--- src/rtl/alu_scheduler.sv ---
// Shares one serial-load ALU between two requesters: round-robin accept, drive the
// BEGIN/op_code/inbus load sequence, capture one or two result bytes, watchdog abort.
module alu_scheduler #(
    parameter int TIMEOUT = 64
) (
    input  logic        clk,
    input  logic        reset,
    input  logic        req0_valid,
    output logic        req0_ready,
    input  logic [1:0]  req0_op,
    input  logic [7:0]  req0_a,
    input  logic [7:0]  req0_b,
    input  logic        req1_valid,
    output logic        req1_ready,
    input  logic [1:0]  req1_op,
    input  logic [7:0]  req1_a,
    input  logic [7:0]  req1_b,
    output logic        rsp_valid,
    input  logic        rsp_ready,
    output logic        rsp_id,
    output logic [15:0] rsp_data,
    output logic        rsp_err,
    output logic        alu_begin,
    output logic [1:0]  alu_op_code,
    output logic [7:0]  alu_inbus,
    input  logic [7:0]  alu_outbus,
    input  logic        alu_end,
    output logic        alu_reset,
    output logic [2:0]  dbg_state
);
    localparam int WD_W = $clog2(TIMEOUT);

    localparam logic [2:0] S_IDLE    = 3'd0;
    localparam logic [2:0] S_ISSUE   = 3'd1;
    localparam logic [2:0] S_LOAD_A  = 3'd2;
    localparam logic [2:0] S_WAIT    = 3'd3;
    localparam logic [2:0] S_CAPT_HI = 3'd4;
    localparam logic [2:0] S_RECOVER = 3'd5;
    localparam logic [2:0] S_RESPOND = 3'd6;

    logic [2:0]      state;
    logic            last_grant;
    logic [7:0]      a_q;
    logic [7:0]      b_q;
    logic [WD_W-1:0] wd;
    logic            grant0;
    logic            grant1;

    // Handshake: a request moves on the rising edge where valid and ready are both
    // high; a response is consumed on the rising edge where rsp_valid and rsp_ready
    // are both high. rsp_valid and its payload stay put until that edge.
    always_comb begin
        grant0     = req0_valid && (!req1_valid || last_grant);
        grant1     = req1_valid && !grant0;
        req0_ready = (state == S_IDLE) && grant0;
        req1_ready = (state == S_IDLE) && grant1;
    end

    assign dbg_state = state;

    always_ff @(posedge clk) begin
        if (reset) begin
            state       <= S_IDLE;
            last_grant  <= 1'b1;
            a_q         <= '0;
            b_q         <= '0;
            wd          <= '0;
            rsp_valid   <= 1'b0;
            rsp_id      <= 1'b0;
            rsp_data    <= '0;
            rsp_err     <= 1'b0;
            alu_begin   <= 1'b0;
            alu_op_code <= '0;
            alu_inbus   <= '0;
            alu_reset   <= 1'b0;
        end else begin
            case (state)
                S_IDLE: begin
                    if (grant0 || grant1) begin
                        // last_grant records who won, so the other side wins the next tie
                        last_grant  <= grant1;
                        rsp_id      <= grant1;
                        alu_op_code <= grant1 ? req1_op : req0_op;
                        a_q         <= grant1 ? req1_a : req0_a;
                        b_q         <= grant1 ? req1_b : req0_b;
                        alu_begin   <= 1'b1;
                        alu_inbus   <= '0;
                        state       <= S_ISSUE;
                    end
                end
                S_ISSUE: begin
                    alu_inbus <= a_q;
                    state     <= S_LOAD_A;
                end
                S_LOAD_A: begin
                    alu_begin <= 1'b0;
                    alu_inbus <= b_q;
                    wd        <= '0;
                    state     <= S_WAIT;
                end
                S_WAIT: begin
                    if (alu_end) begin
                        rsp_data <= {8'h00, alu_outbus};
                        if (alu_op_code[1]) begin
                            state <= S_CAPT_HI;
                        end else begin
                            rsp_valid <= 1'b1;
                            state     <= S_RESPOND;
                        end
                    end else if (wd == WD_W'(TIMEOUT - 1)) begin
                        alu_reset <= 1'b1;
                        wd        <= '0;
                        state     <= S_RECOVER;
                    end else begin
                        wd <= wd + WD_W'(1);
                    end
                end
                S_CAPT_HI: begin
                    // the ALU puts the high byte on outbus the cycle after END
                    rsp_data[15:8] <= alu_outbus;
                    rsp_valid      <= 1'b1;
                    state          <= S_RESPOND;
                end
                S_RECOVER: begin
                    if (wd == '0) begin
                        wd <= WD_W'(1);
                    end else begin
                        alu_reset <= 1'b0;
                        rsp_err   <= 1'b1;
                        rsp_data  <= '0;
                        rsp_valid <= 1'b1;
                        state     <= S_RESPOND;
                    end
                end
                S_RESPOND: begin
                    if (rsp_ready) begin
                        rsp_valid <= 1'b0;
                        rsp_err   <= 1'b0;
                        state     <= S_IDLE;
                    end
                end
                default: state <= S_IDLE;
            endcase
        end
    end
endmodule

--- config.mk ---
export PLATFORM = sky130hd
export DESIGN_NAME = alu_scheduler
export DESIGN_NICKNAME = d
export VERILOG_FILES = /design/src/rtl/alu_scheduler.sv
export SDC_FILE = /design/constraint.sdc
export NUM_CORES = 1
export LEC_CHECK = 0
export ABC_AREA = 0
export CORE_MARGIN = 1.5
export CORE_UTILIZATION = 30
export DETAILED_ROUTE_END_ITERATION = 8
export GPL_TIMING_DRIVEN = 0
export PLACE_DENSITY = 0.68
export REMOVE_ABC_BUFFERS = 1
export SYNTH_ARGS = -nofsm -noshare
export SYNTH_HDL_FRONTEND = slang
export SYNTH_SLANG_ARGS = --single-unit
--- constraint.sdc ---
create_clock -name clk -period 2.03 [get_ports clk]
set_clock_uncertainty 0.05 [all_clocks]
set_input_delay 0.5075 -clock clk [delete_from_list [all_inputs] [get_ports clk]]
set_output_delay 0.5075 -clock clk [all_outputs]
set_load 0.01 [all_outputs]
Yosys cells after proc, flatten, opt, wreduce, memory -nomap -nowiden
Index checks and enable logic that the tools add are counted.
- logic and storage cells: 90
- input bits: 50
- register bits after elaboration: 57
- equal/unequal tests: 16
- add/subtract/negate cells: 1
- reductions and logical operators: 27
- multiplexer cells: 32
- operators with widths (cell ; number):
    one-hot mux 8 bit (3 select lines) ; 2
    2-to-1 mux 16 bit ; 2
    2-to-1 mux 8 bit ; 3
    one-hot mux 3 bit (7 select lines) ; 1
    2-to-1 mux 6 bit ; 3
    one-hot mux 6 bit (3 select lines) ; 1
    one-hot mux 8 bit (2 select lines) ; 1
    2-to-1 mux 3 bit ; 5
    != test 2 bit, second input constant ; 7
    AND reduction 3 bit ; 4
    == test 3 bit, second input constant ; 3
    nonzero test 3 bit ; 3
    2-to-1 mux 1 bit ; 8
    AND reduction 4 bit ; 2
    adder 6 x 1 -> 6 bit, second input constant ; 1
    == test 3 x 2 -> 1 bit, second input constant ; 2
    == test 6 bit, second input constant ; 1
    logical NOT 6 bit ; 1
    one-hot mux 1 bit (2 select lines) ; 3
    AND reduction 2 bit ; 3
    nonzero test 2 bit ; 3
    AND reduction 5 bit ; 1
    logical AND 1 bit ; 4
    2-to-1 mux 2 bit ; 2
    8 further kinds ; 10

Depth between registers and ports, before layout
Gate-level depths: netlist of the first run.
- depth in word-level cells: 8
- depth in mapped cells: 8
- depth with buffers taken out: 6

Worst setup path before layout of the first run
No wires, ideal clock.
- path kind: input to output
- start: input req1_valid
- end: output req1_ready
- cell stages on the path: 4
- buffers on the path: 2
- data arrival time: 1288 ps
- required time: 1472 ps
- setup slack: 184 ps
- path through: a21boi_0 > buf_4 > buf_4 > and3_1
- longest elaborated chain between the ends: 6
- ends and longest elaborated chain (what ; line ; RTL):
    start: declaration ; 13 ; input logic req1_valid,
    logical NOT 1 bit ; 53 ; grant0 = req0_valid && (!req1_valid || last_grant);
    logical OR 1 bit ; 53 ;
    logical AND 1 bit ; 53 ;
    logical NOT 1 bit ; 54 ; grant1 = req1_valid && !grant0;
    logical AND 1 bit (*) ; 54 ;
    logical AND 1 bit (*) ; 56 ; req1_ready = (state == S_IDLE) && grant1;
    end: declaration ; 14 ; output logic req1_ready,
Every way passes the cells marked *; elsewhere a longest branch is shown, timed or not.

Worst setup path in the final report of the first run
- start: register state[0], in the netlist dbg_state[0]
- end: output req0_ready
- longest elaborated chain between the ends: 2
- ends and longest elaborated chain (what ; line ; RTL):
    start: declaration ; 41 ; logic [2:0] state;
    start signal: assignment ; 63 ; state <= S_IDLE;
    start signal: assignment ; 88 ; state <= S_ISSUE;
    start signal: assignment ; 93 ; state <= S_LOAD_A;
    logical NOT 3 bit ; 55 ; req0_ready = (state == S_IDLE) && grant0;
    logical AND 1 bit ; 55 ;
    end: declaration ; 9 ; output logic req0_ready,
Every way passes these cells.

==> results of run 1 <==
through the flow:
stage / area, sq um / setup TNS (ps) / util [%] / std cells
after CTS: 3670 / -237 / 44.6 / 467
final: 3760 / 0 / 45.7 / 477
after global routing: 3760 / -61.2 / 45.7 / 477
after detailed placement: 3440 / -29320 / 41.9 / 449
after floorplan: 2440 / -20480 / - / 258
after global placement: 3430 / -81250 / 41.7 / 448
synthesized netlist by cell type, types with 2 or more instances:
library cell / n
dfxtp_1: 57
nor2_1: 49
a21oi_1: 23
a211oi_1: 21
mux2i_1: 18
a22o_1: 16
clkbuf_1: 10
nand2_1: 9
a22oi_1: 8
o21ai_0: 6
nand3b_1: 5
buf_2: 4
buf_4: 4
inv_1: 4
nand2b_1: 4
and3_1: 3
ha_1: 2
nor2b_1: 2
nor3_1: 2
o21a_1: 2
o22ai_1: 2
flip-flops by register name, summed over array words and instances, names as in the netlist:
register,count
wd,6
dbg_state,3
alu_begin,1
rsp_valid,1
a_q,8
rsp_data,16
alu_reset,1
last_grant,1
alu_inbus,8
b_q,8
rsp_err,1
rsp_id,1
alu_op_code,2
what timing repair did:
| item | 4_1_cts | 5_1_grt |
|---|---|---|
| setup buffers | 2 | 10 |
| setup endpoints to repair | 57 | 32 |
| endpoints found under the hold margin | 0 | 0 |
| pin swaps | 0 | 2 |
| gates resized for setup | 16 | 9 |
power breakdown:
group / internal (W) / total [W] / switching (W)
Sequential: 0.00123 / 0.00132 / 0.0000868
Combinational: 0.000383 / 0.000752 / 0.000370
Clock: 0.000566 / 0.00104 / 0.000474
Total: 0.00218 / 0.00311 / 0.000931
layer usage:
layer	vias up	routed length [um]	track usage (%)	part of all wire, %
met4	0	21	4.10	0.33
met3	3	438	4.39	6.8
met5	-	0	0	0
met2	90	2990	24.4	47
met1	1084	2950	17.8	46
li1	1193	-	-	-
cells by family (layout without fill, tap and decap cells):
family          Yosys count  after routing
buf+inv                  24            118
mux                      19             19
flops                    57             57
simple gates             89             89
compound gates           87             87
fa+ha+maj                 2              2
worst min path at each step:
| stage | startpoint | end | slack (ps) | cells past startpoint |
|---|---|---|---|---|
| floorplan | last_grant$_SDFFE_PP1P_ | last_grant$_SDFFE_PP1P_ | 400 | 1 |
| global placement | rsp_data[13]$_SDFFE_PP0P_ | rsp_data[13]$_SDFFE_PP0P_ | 410 | 1 |
| detailed placement | rsp_data[1]$_SDFFE_PP0P_ | rsp_data[1]$_SDFFE_PP0P_ | 410 | 1 |
| CTS | rsp_data[5]$_SDFFE_PP0P_ | rsp_data[5]$_SDFFE_PP0P_ | 430 | 1 |
| global route | rsp_data[1]$_SDFFE_PP0P_ | rsp_data[1]$_SDFFE_PP0P_ | 440 | 1 |
| finish | rsp_data[13]$_SDFFE_PP0P_ | rsp_data[13]$_SDFFE_PP0P_ | 430 | 1 |
worst max-delay path: cells and delay by family, from the launching register on:
| family | cells | cell delay (ps) |
|---|---|---|
| AO/OA/AOI/OAI | 1 | 150 |
| buffers and inverters | 1 | 150 |
| flip-flops | 1 | 370 |
| AND/OR/NAND/NOR | 3 | 470 |
final cells by class:
type	count	share of cell area [%]
flip-flops and latches	57	30.7
clock buffers	9	3.30
clock inverters	7	1.86
well taps	105	3.50
inverters	4	0.399
repair buffers	98	25.0
multi-input cells	197	35.3
==> summary.txt, run 1 <==
Finish
  • P&R area growth vs syn: 47.0%
  • Commonest non-fill, non-tap cell in the layout: clkdlybuf4s50_1
  • Multi-input gate area: between 1000 and 1500 sq um
  • Share of layout cells above drive strength 1: between 10% and 20%
  • Number of fill cells: ~800
  • Nets@finish: 419
  • Most frequent cells in the layout: 80 x clkdlybuf4s50_1, 54 x dfxtp_1, 49 x nor2_1
  • N_diodes: 0
  • Reg area: roughly 1200 sq um

Min path
  • Worst hold path type: flip-flop to flip-flop

STA
  • Fmax: ~500 MHz
  • RSZ-0062 raised after global routing: true
  • Worst hold slack: 431 ps
  • Hold Vio Cnt, Final: 0
  • # setup viols final: 0
  • Minimum clock period: around 2000 ps
  • Worst Max-Slew Pin Slew: about 900 ps
  • Fin worst setup slack: about 7.6 ps
  • Slew Limit Fails: 0
  • Final period util: approximately 100%
  • Slew HR: 40.4%

Floorplanning
  • I/O pins: 86
  • Starting density of the core: 31.1%
  • CORE AREA: 8220 sq um
  • Die ar.: around 9100 sq um
  • FP Rows: 33
  • Die height: ~95 um
  • Die X: about 95 um

Clocking
  • CTS tree: built
  • CTS H-tree depth: 3
  • TritonCTS buffer count: 9
  • Worst skew pair latency: between 300 and 400 ps
  • Root buffer cell: clkbuf_8
  • Cts hold-fix bufs: 0
  • Clock Pin Slew Worst Setup and Hold Paths: around 70 ps
  • Clock Sinks: 57
  • Clock Path Buffers: 2

Detailed routing
  • Post-route ant nets: 0
  • Remaining DRCs: 0
  • Vias per inst: between 4 and 5
  • Routed vias: around 2400
  • Drt total wl: 6400 um
  • First drt pass iteration count: 4
  • Initial DRC count: approximately 110
  • WL/cell: 13.4 um

Critical path
  • RR Endpoint: rsp_data[6]$_SDFFE_PP0P_
  • Max stage delay cell, worst path: dfxtp_4
  • CP Launch Point: dbg_state[0]$_SDFFE_PP0P_
  • RR Startpoint: dbg_state[0]$_SDFFE_PP0P_
  • Worst-path maximum fanout: 7
  • R2R Setup Slk: roughly 190 ps
  • Worst EP arrival: approximately 1500 ps
  • Depth of the most critical reg-to-reg path: 5
  • CP startpoint kind: flip-flop
  • Crit Path Class: flip-flop to primary output
  • Crit path capture: req0_ready
  • CP Capture Type: primary output
  • Slowest stage delay, CP: 370 ps
  • Worst path cell trace: or2_4 > nor2_4 > nand2_2 > a21oi_2 > buf_2
  • Req. time, crit path: 1470 ps

Logic synthesis
  • Post-synth EDFFs: 0
  • Post-Synth XOR/XNOR Area: 0%
  • #FFs+latches synth: between 50 and 60
  • Post-Syn Area: between 2000 and 3000 sq um
  • Commonest register cell after synthesis: dfxtp_1
  • Top cell type's share of synthesized area: 44.6%
  • Post-synthesis mux area share: roughly 7.5%
  • Mapped Avg Cell Area: roughly 9.2 sq um
  • Synth cell types: 48
  • Simple-gate share of the synthesized area: 17.4%
  • Synth warn: 0
  • Post-synthesis compound-gate area fraction: 24.5%
  • Synth Area in Adders: 0.979%
  • Synth area leaders: dfxtp_1 45%, nor2_1 7.2%, mux2i_1 7.0%
  • Main combinational cell family by area after synthesis: compound AO/OA/AOI/OAI gates
  • Cell taking the most area after synthesis: dfxtp_1
  • Async SR Flop Fraction: 0%
  • Seq/Total Area, Yosys: ~45%
  • Synth Instances: 278

Global route
  • First-pass GRT wire length: 10200 um
  • Largest net degree at the start of global routing: 45
  • Vias in the first global route: between 2000 and 2500
  • GRT overflow: 0
  • Initial antenna violation count: 0
  • GRT Util Overall: 14.5%

Power and ir drop
  • VDD IR max: around 390 uV
  • Pwr/cell area: a little over 800 nW/um^2
  • LEAKAGE: 1.41 nW
  • Final Power: 0.00311 W

Outcome
  • Status: complete, no violations

Placement
  • Final Wtd Congestion: 0.799
  • DPL Wire Length: 4340 um
  • Setup WS pre-CTS: -863 ps
  • # port buffers: 85

Job
  • MaxCap Viol Count: 0
Note: power is estimated with default switching activity, not from simulation.
==> run 2, diff against run 1 <==
--- a/config.mk
+++ b/config.mk
@@ -9,6 +9,7 @@
 export CORE_MARGIN = 1.5
 export CORE_UTILIZATION = 30
 export DETAILED_ROUTE_END_ITERATION = 8
+export GPL_ROUTABILITY_DRIVEN = 0
 export GPL_TIMING_DRIVEN = 0
 export PLACE_DENSITY = 0.68
 export REMOVE_ABC_BUFFERS = 1
==> results of run 2 <==
The final DEF is identical to that of run 1; final timing and power are the same.
